## src/rtl/alu_pair_issue.sv

```systemverilog
// alu_pair_issue: issue-side producer for the dual-ALU wrapper.
// Accepts up to two in-order decoded ALU ops per cycle (slot0 older), registers
// them onto ALU lanes and drives the lane0 bypass flags. An older branch forces
// a split issue. In that case the older lane-0 result is captured and forwarded
// into the held younger op.
//
// Ports:
//   clk_i, rst_i, flush_i           clock, sync active-high reset, sync flush
//   in_valid_i/in_ready_o           per-slot input valid, pair-level ready
//   in_op/opa/opb/rs1/rs2/rd/we/branch/tid_i   per-slot decoded op fields
//   out_valid_o/out_ready_i         per-lane valid, downstream consumes both lanes
//   out_op/opa/opb/tid_o            per-lane operation payload
//   rs1_from_rd_o/rs2_from_rd_o     lane0 operand_a/b comes from the lane1 result
//   alu_result0_i                   lane-0 ALU result in its issue cycle
module alu_pair_issue #(
    parameter int unsigned XLEN       = 64,
    parameter int unsigned OP_BITS    = 8,
    parameter int unsigned TRANS_ID_W = 3,
    parameter int unsigned REG_W      = 5
) (
    input  logic                       clk_i,
    input  logic                       rst_i,
    input  logic                       flush_i,
    input  logic [1:0]                 in_valid_i,
    output logic                       in_ready_o,
    input  logic [1:0][OP_BITS-1:0]    in_op_i,
    input  logic [1:0][XLEN-1:0]       in_opa_i,
    input  logic [1:0][XLEN-1:0]       in_opb_i,
    input  logic [1:0][REG_W-1:0]      in_rs1_i,
    input  logic [1:0][REG_W-1:0]      in_rs2_i,
    input  logic [1:0][REG_W-1:0]      in_rd_i,
    input  logic [1:0]                 in_we_i,
    input  logic [1:0]                 in_branch_i,
    input  logic [1:0][TRANS_ID_W-1:0] in_tid_i,
    output logic [1:0]                 out_valid_o,
    input  logic                       out_ready_i,
    output logic [1:0][OP_BITS-1:0]    out_op_o,
    output logic [1:0][XLEN-1:0]       out_opa_o,
    output logic [1:0][XLEN-1:0]       out_opb_o,
    output logic [1:0][TRANS_ID_W-1:0] out_tid_o,
    output logic                       rs1_from_rd_o,
    output logic                       rs2_from_rd_o,
    input  logic [XLEN-1:0]            alu_result0_i
);

    typedef enum logic [1:0] {
        ST_EMPTY  = 2'd0,
        ST_ISSUE  = 2'd1,
        ST_SPLIT1 = 2'd2,
        ST_SPLIT2 = 2'd3
    } state_e;

    typedef struct packed {
        logic [OP_BITS-1:0]    op;
        logic [XLEN-1:0]       opa;
        logic [XLEN-1:0]       opb;
        logic [TRANS_ID_W-1:0] tid;
    } lane_t;

    state_e        state_q, state_d;
    logic [1:0]    valid_q, valid_d;
    lane_t [1:0]   lane_q, lane_d;
    logic          rs1_q, rs1_d;
    logic          rs2_q, rs2_d;
    lane_t         shd_q, shd_d;
    logic          shd_dep1_q, shd_dep1_d;
    logic          shd_dep2_q, shd_dep2_d;

    lane_t [1:0]   slot_c;
    logic          dep1_c, dep2_c, accept_c, load_c, clear_c;
    logic          unused_inputs_c;

    // Fields only meaningful for one slot position.
    assign unused_inputs_c = ^{in_rs1_i[0], in_rs2_i[0], in_rd_i[1], in_we_i[1], in_branch_i[1]};

    // Pack incoming slots into lane payloads.
    always_comb begin
        for (int i = 0; i < 2; i++) begin
            slot_c[i].op  = in_op_i[i];
            slot_c[i].opa = in_opa_i[i];
            slot_c[i].opb = in_opb_i[i];
            slot_c[i].tid = in_tid_i[i];
        end
    end

    // Younger-on-older RAW hazards; writes to x0 never forward.
    assign dep1_c = in_we_i[0] && (in_rd_i[0] != '0) && (in_rs1_i[1] == in_rd_i[0]);
    assign dep2_c = in_we_i[0] && (in_rd_i[0] != '0) && (in_rs2_i[1] == in_rd_i[0]);

    assign in_ready_o = (state_q == ST_EMPTY) || ((state_q == ST_ISSUE) && out_ready_i);
    assign accept_c   = in_valid_i[0] && in_ready_o;

    // Next-state and next-output computation.
    always_comb begin
        state_d    = state_q;
        valid_d    = valid_q;
        lane_d     = lane_q;
        rs1_d      = rs1_q;
        rs2_d      = rs2_q;
        shd_d      = shd_q;
        shd_dep1_d = shd_dep1_q;
        shd_dep2_d = shd_dep2_q;
        load_c     = 1'b0;
        clear_c    = 1'b0;

        case (state_q)
            ST_EMPTY: begin
                load_c = accept_c;
            end
            ST_ISSUE: begin
                if (out_ready_i) begin
                    load_c  = accept_c;
                    clear_c = !accept_c;
                end
            end
            ST_SPLIT1: begin
                // Older op consumed: its result is on alu_result0_i this cycle.
                if (out_ready_i) begin
                    state_d        = ST_SPLIT2;
                    valid_d        = 2'b01;
                    lane_d[1]      = '0;
                    lane_d[0]      = shd_q;
                    if (shd_dep1_q) lane_d[0].opa = alu_result0_i;
                    if (shd_dep2_q) lane_d[0].opb = alu_result0_i;
                    rs1_d          = 1'b0;
                    rs2_d          = 1'b0;
                end
            end
            ST_SPLIT2: begin
                clear_c = out_ready_i;
            end
            default: begin
                clear_c = 1'b1;
            end
        endcase

        if (clear_c) begin
            state_d = ST_EMPTY;
            valid_d = 2'b00;
            lane_d  = '0;
            rs1_d   = 1'b0;
            rs2_d   = 1'b0;
        end

        if (load_c) begin
            if (!in_valid_i[1]) begin
                state_d   = ST_ISSUE;
                valid_d   = 2'b01;
                lane_d[0] = slot_c[0];
                lane_d[1] = '0;
                rs1_d     = 1'b0;
                rs2_d     = 1'b0;
            end else if (!in_branch_i[0]) begin
                // Older rides lane1 so its result can bypass into lane0.
                state_d   = ST_ISSUE;
                valid_d   = 2'b11;
                lane_d[1] = slot_c[0];
                lane_d[0] = slot_c[1];
                rs1_d     = dep1_c;
                rs2_d     = dep2_c;
            end else begin
                // Older branch must own lane0; younger waits in the shadow reg.
                state_d    = ST_SPLIT1;
                valid_d    = 2'b01;
                lane_d[0]  = slot_c[0];
                lane_d[1]  = '0;
                rs1_d      = 1'b0;
                rs2_d      = 1'b0;
                shd_d      = slot_c[1];
                shd_dep1_d = dep1_c;
                shd_dep2_d = dep2_c;
            end
        end

        if (flush_i) begin
            state_d    = ST_EMPTY;
            valid_d    = 2'b00;
            lane_d     = '0;
            rs1_d      = 1'b0;
            rs2_d      = 1'b0;
            shd_d      = '0;
            shd_dep1_d = 1'b0;
            shd_dep2_d = 1'b0;
        end
    end

    // State and output registers.
    always_ff @(posedge clk_i) begin
        if (rst_i) begin
            state_q    <= ST_EMPTY;
            valid_q    <= 2'b00;
            lane_q     <= '0;
            rs1_q      <= 1'b0;
            rs2_q      <= 1'b0;
            shd_q      <= '0;
            shd_dep1_q <= 1'b0;
            shd_dep2_q <= 1'b0;
        end else begin
            state_q    <= state_d;
            valid_q    <= valid_d;
            lane_q     <= lane_d;
            rs1_q      <= rs1_d;
            rs2_q      <= rs2_d;
            shd_q      <= shd_d;
            shd_dep1_q <= shd_dep1_d;
            shd_dep2_q <= shd_dep2_d;
        end
    end

    // A younger slot without an older one is a decoder bug.
    always_ff @(posedge clk_i) begin
        if (!rst_i) begin
            assert (in_valid_i != 2'b10);
        end
    end

    always_comb begin
        for (int i = 0; i < 2; i++) begin
            out_op_o[i]  = lane_q[i].op;
            out_opa_o[i] = lane_q[i].opa;
            out_opb_o[i] = lane_q[i].opb;
            out_tid_o[i] = lane_q[i].tid;
        end
    end

    assign out_valid_o   = valid_q;
    assign rs1_from_rd_o = rs1_q;
    assign rs2_from_rd_o = rs2_q;

endmodule

```

## config.mk

```make
export PLATFORM = sky130hd
export DESIGN_NAME = alu_pair_issue
export DESIGN_NICKNAME = d
export VERILOG_FILES = /design/src/rtl/alu_pair_issue.sv
export SDC_FILE = /design/constraint.sdc
export NUM_CORES = 1
export LEC_CHECK = 0
export BUFFER_PORTS_ARGS = -buffer_cell sky130_fd_sc_hd__buf_2
export CAP_MARGIN = 10
export CORE_AREA = 2 2 259 261
export CTS_BUF_LIST = sky130_fd_sc_hd__clkbuf_8 sky130_fd_sc_hd__clkbuf_16
export CTS_CLUSTER_SIZE = 30
export DETAILED_ROUTE_END_ITERATION = 7
export DIE_AREA = 0 0 261 263
export PLACE_DENSITY_LB_ADDON = 0.2
export SLEW_MARGIN = 20
export SYNTH_ARGS = -nofsm -noshare
export SYNTH_HDL_FRONTEND = slang
export SYNTH_SLANG_ARGS = --single-unit
```

## constraint.sdc

```tcl
create_clock -name clk_i -period 1.5 [get_ports clk_i]
set_input_delay 0.075 -clock clk_i [delete_from_list [all_inputs] [get_ports clk_i]]
set_output_delay 0.075 -clock clk_i [all_outputs]
set_load 0.005 [all_outputs]
```

==> results by group <==
STA
  – Peak Freq: roughly 570 MHz
  – Final Hold Vio Count: 0
  – RSZ-0062 raised after global routing: true
  – Worst-Margin Slew: 0.833 ns
  – Clock skew: approximately 0.013 ns
  – Worst Setup Slack, final: -0.242 ns
  – Tcrit/Tclk final: 1.16
  – Fin crit period: ~1.7 ns
  – Setup Viol. Count Final: between 400 and 500
  – Final Max Slew Viols: 0
  – Slew HR: 0.445

Yosys
  – Post-synthesis register bit count: 425
  – Async SR Flop Fraction: 0
  – Synthesized area: approximately 18,000 um^2
  – Synth cell types: 34
  – Syn avg cell area: 8.93 um^2
  – Cells after Synth: around 2,000
  – Mapped Nets: 2,431
  – Post-synth EDFFs: 0
  – Post-synthesis sequential area ratio: 0.465
  – Ys flop type: dfxtp_1
  – YS warnings: 0

Hold path
  – Hold EP: out_opb_o[42]$_SDFFE_PP0P_
  – Worst hold path type: in2reg
  – Hold path depth: 5
  – Hold path startpoint: flush_i

Floorplan
  – Starting Density: 0.279
  – Die ar.: 68,600 um^2
  – Die height: between 200 and 300 um
  – Number of I/O pins: approximately 670
  – Die W: 261 um
  – # rows: 94
  – Area of the core: approximately 66,000 um^2

Placed design
  – Detail Placement HPWL: approximately 55,000 um
  – Area post-placement: 23,400 um^2
  – Final RePlAce weighted congestion: around 0.83
  – IO Port Bufs: ~650

Clock network
  – CTS tree: yes
  – CTS root buffer: clkbuf_16
  – H-Tree Depth: 2
  – Worst-Skew Late Latency: a little under 0.6 ns
  – Reg clk slew, reported paths: around 0.060 ns
  – Num CTS Buffers: 50
  – CTS Buffer Depth: 3
  – CTS Sinks: 425

Critical path
  – Crit-path max FO: 48
  – Worst Path Buf+Inv: 2
  – CP top delay family: simple AND/OR/NAND/NOR gates
  – Internal reg-to-reg setup slack: -0.24 ns
  – Crit Path Category: reg2reg
  – Crit path cell chain: or3b_4 -> buf_4 -> nand2_8 -> buf_16 -> o22a_1 -> a21oi_1
  – Worst path slowest cell: or3b_4
  – Startpoint Class: flip-flop
  – Crit end category: flip-flop
  – Worst EP required: 1.96 ns
  – Reg2reg end: out_opb_o[20]$_SDFFE_PP0P_
  – Crit path DAT: 2.21 ns
  – Worst reg2reg startpoint: state_q[0]$_SDFFE_PP0P_
  – Slowest stage delay, CP: about 0.43 ns
  – Worst reg2reg path depth: 6

Finish
  – Util after Layout: 0.478
  – Most common cell after layout, fill and taps aside: buf_2
  – Most frequent cells in the layout: 647 x buf_2, 421 x dfxtp_1, 345 x dlygate4sd3_1
  – Area growth, synth to finish: 71.5%
  – Layout cells sized above 1: 0.425
  – Post-layout net count: around 3,500
  – Finished Cell Area: between 30,000 and 40,000 um^2
  – Fillers: 6,098

Status
  – Failing checks: negative setup slack
  – Outcome: finished, violations left

Power
  – Power density over the cells: 937 nW/um^2
  – Logic gate share of total power: 0.194
  – Switching power: between 0.008 and 0.009 W
  – Max VDD drop: just over 900 uV
  – Clock power frac: 0.406
  – Leak: roughly 13 nW
  – Sw frac: 0.274
  – Flop pwr share: 0.399
  – Internal Power: roughly 0.021 W

Job
  – Maxcap violations: 0

Detailed routing
  – Wire per inst: 21.6 um
  – DRC violations left: 0
  – Routed vias: roughly 20,000
  – Final wirelength: between 80,000 and 90,000 um
  – Via-per-instance ratio: slightly above 5
  – Antenna viol nets, final: 0
  – DRT Pass-1 Iters: 5
  – Initial drt markers: around 1,200

Global route
  – Total GRT Usage: 0.230
  – Antenna violations before repair: 7
  – First-pass GRT wire length: approximately 120,000 um
  – Vias in the first global route: between 20,000 and 25,000
  – Largest net degree at the start of global routing: 71
  – Total gr overflow: 0
-- power groups by stage --
stage | Clock, W | Combinational (W) | Sequential [W]
after floorplan | 0 | 0.00180 | 0.0120
after global placement | 0 | 0.00383 | 0.0120
after detailed placement | 0 | 0.00386 | 0.0120
after CTS | 0.0123 | 0.00535 | 0.0117
after global routing | 0.0127 | 0.00604 | 0.0118
final | 0.0119 | 0.00571 | 0.0117
-- layer usage --
layer	GRT usage	share of wire
met2	0.391	0.48
met4	0.101	0.044
met1	0.277	0.41
met3	0.0512	0.068
met5	0	0.00050
-- sequential cells by signal (all words and copies together) (netlist names) --
signal	flops
out_opb_o	128
out_op_o	16
rs1_from_rd_o	1
shd_dep2_q	1
out_tid_o	6
state_q	2
shd_q	139
out_valid_o	2
out_opa_o	128
rs2_from_rd_o	1
shd_dep1_q	1
-- worst min-delay path, delay by kind of cell --
kind,cells,cell delay [ns]
AND/OR/NAND/NOR,1,0.07
buffers and inverters,2,0.30
AO/OA/AOI/OAI,2,0.13
-- cell families after synthesis --
| logic type | count (synthesis) | synth area share |
|---|---|---|
| xor gates and xnor gates | 10 | 0.00479 |
| AOI/OAI and AO/OA | 654 | 0.225 |
| and+or+nand+nor | 501 | 0.106 |
| buffers and inverters | 192 | 0.0468 |
| DFF | 425 | 0.465 |
| muxes | 267 | 0.152 |
-- worst max path at each step --
stage	cells after the start	startpoint	to	slack, ns
2_1_floorplan	6	state_q[0]$_SDFFE_PP0P_	out_op_o[6]$_SDFFE_PP0P_	-0.08
3_3_place_gp	5	state_q[0]$_SDFFE_PP0P_	out_opa_o[32]$_SDFFE_PP0P_	-0.27
3_5_place_dp	5	state_q[1]$_SDFFE_PP0P_	out_opa_o[40]$_SDFFE_PP0P_	-0.31
4_1_cts	10	state_q[1]$_SDFFE_PP0P_	shd_q[24]$_SDFFE_PP0P_	-0.25
5_1_grt	10	state_q[1]$_SDFFE_PP0P_	shd_q[55]$_SDFFE_PP0P_	-0.32
6_report	6	state_q[0]$_SDFFE_PP0P_	out_opb_o[20]$_SDFFE_PP0P_	-0.24
-- cells in the mapped netlist, types with 6 or more instances --
library cell / number / area, um^2
xnor2_1: 6 / 52.6
clkbuf_1: 112 / 420
mux2_2: 87 / 980
buf_2: 64 / 320
a221oi_1: 9 / 78.8
mux2i_1: 180 / 1800
buf_4: 11 / 82.6
nor2_1: 158 / 593
a21oi_1: 270 / 1350
nand2_1: 321 / 1200
o22a_1: 90 / 788
a22oi_1: 177 / 1330
dfxtp_1: 425 / 8510
o21ai_0: 101 / 505
-- final cells by class --
cell class / instances / area (um^2) / share of cell area
antenna: 4 / 10.0 / 0.000319
tap: 864 / 1080 / 0.0344
timing repair buffer: 1166 / 9510 / 0.303
clock buffer: 66 / 1510 / 0.0480
multi-input combinational: 1433 / 10700 / 0.339
sequential: 425 / 8520 / 0.272
clock inverter: 24 / 104 / 0.00331
-- repair_timing --
item / CTS / global route
hold endpoints to repair: 417 / 0
pin swaps: 103 / 140
gates resized for setup: 184 / 295
hold buffers: 345 / 0
cloned: 19 / 13
setup endpoints to repair: 420 / 426
setup buffers: 24 / 6
-- stage by stage --
step                      setup slack [ns]  total power (W)  setup TNS [ns]  instances  hold WS (ns)
after detailed placement            -0.312           0.0158          -61.07       3489         0.332
final                               -0.242           0.0294          -71.48       3982        0.0463
after floorplan                    -0.0840           0.0138          -11.09       2049         0.211
after global routing                -0.319           0.0305         -106.12       3980        0.0415
after CTS                           -0.253           0.0293          -75.61       3964        0.0138
after global placement              -0.271           0.0158          -48.99       3489         0.329
No activity file was read; power rests on OpenSTA's default activity.
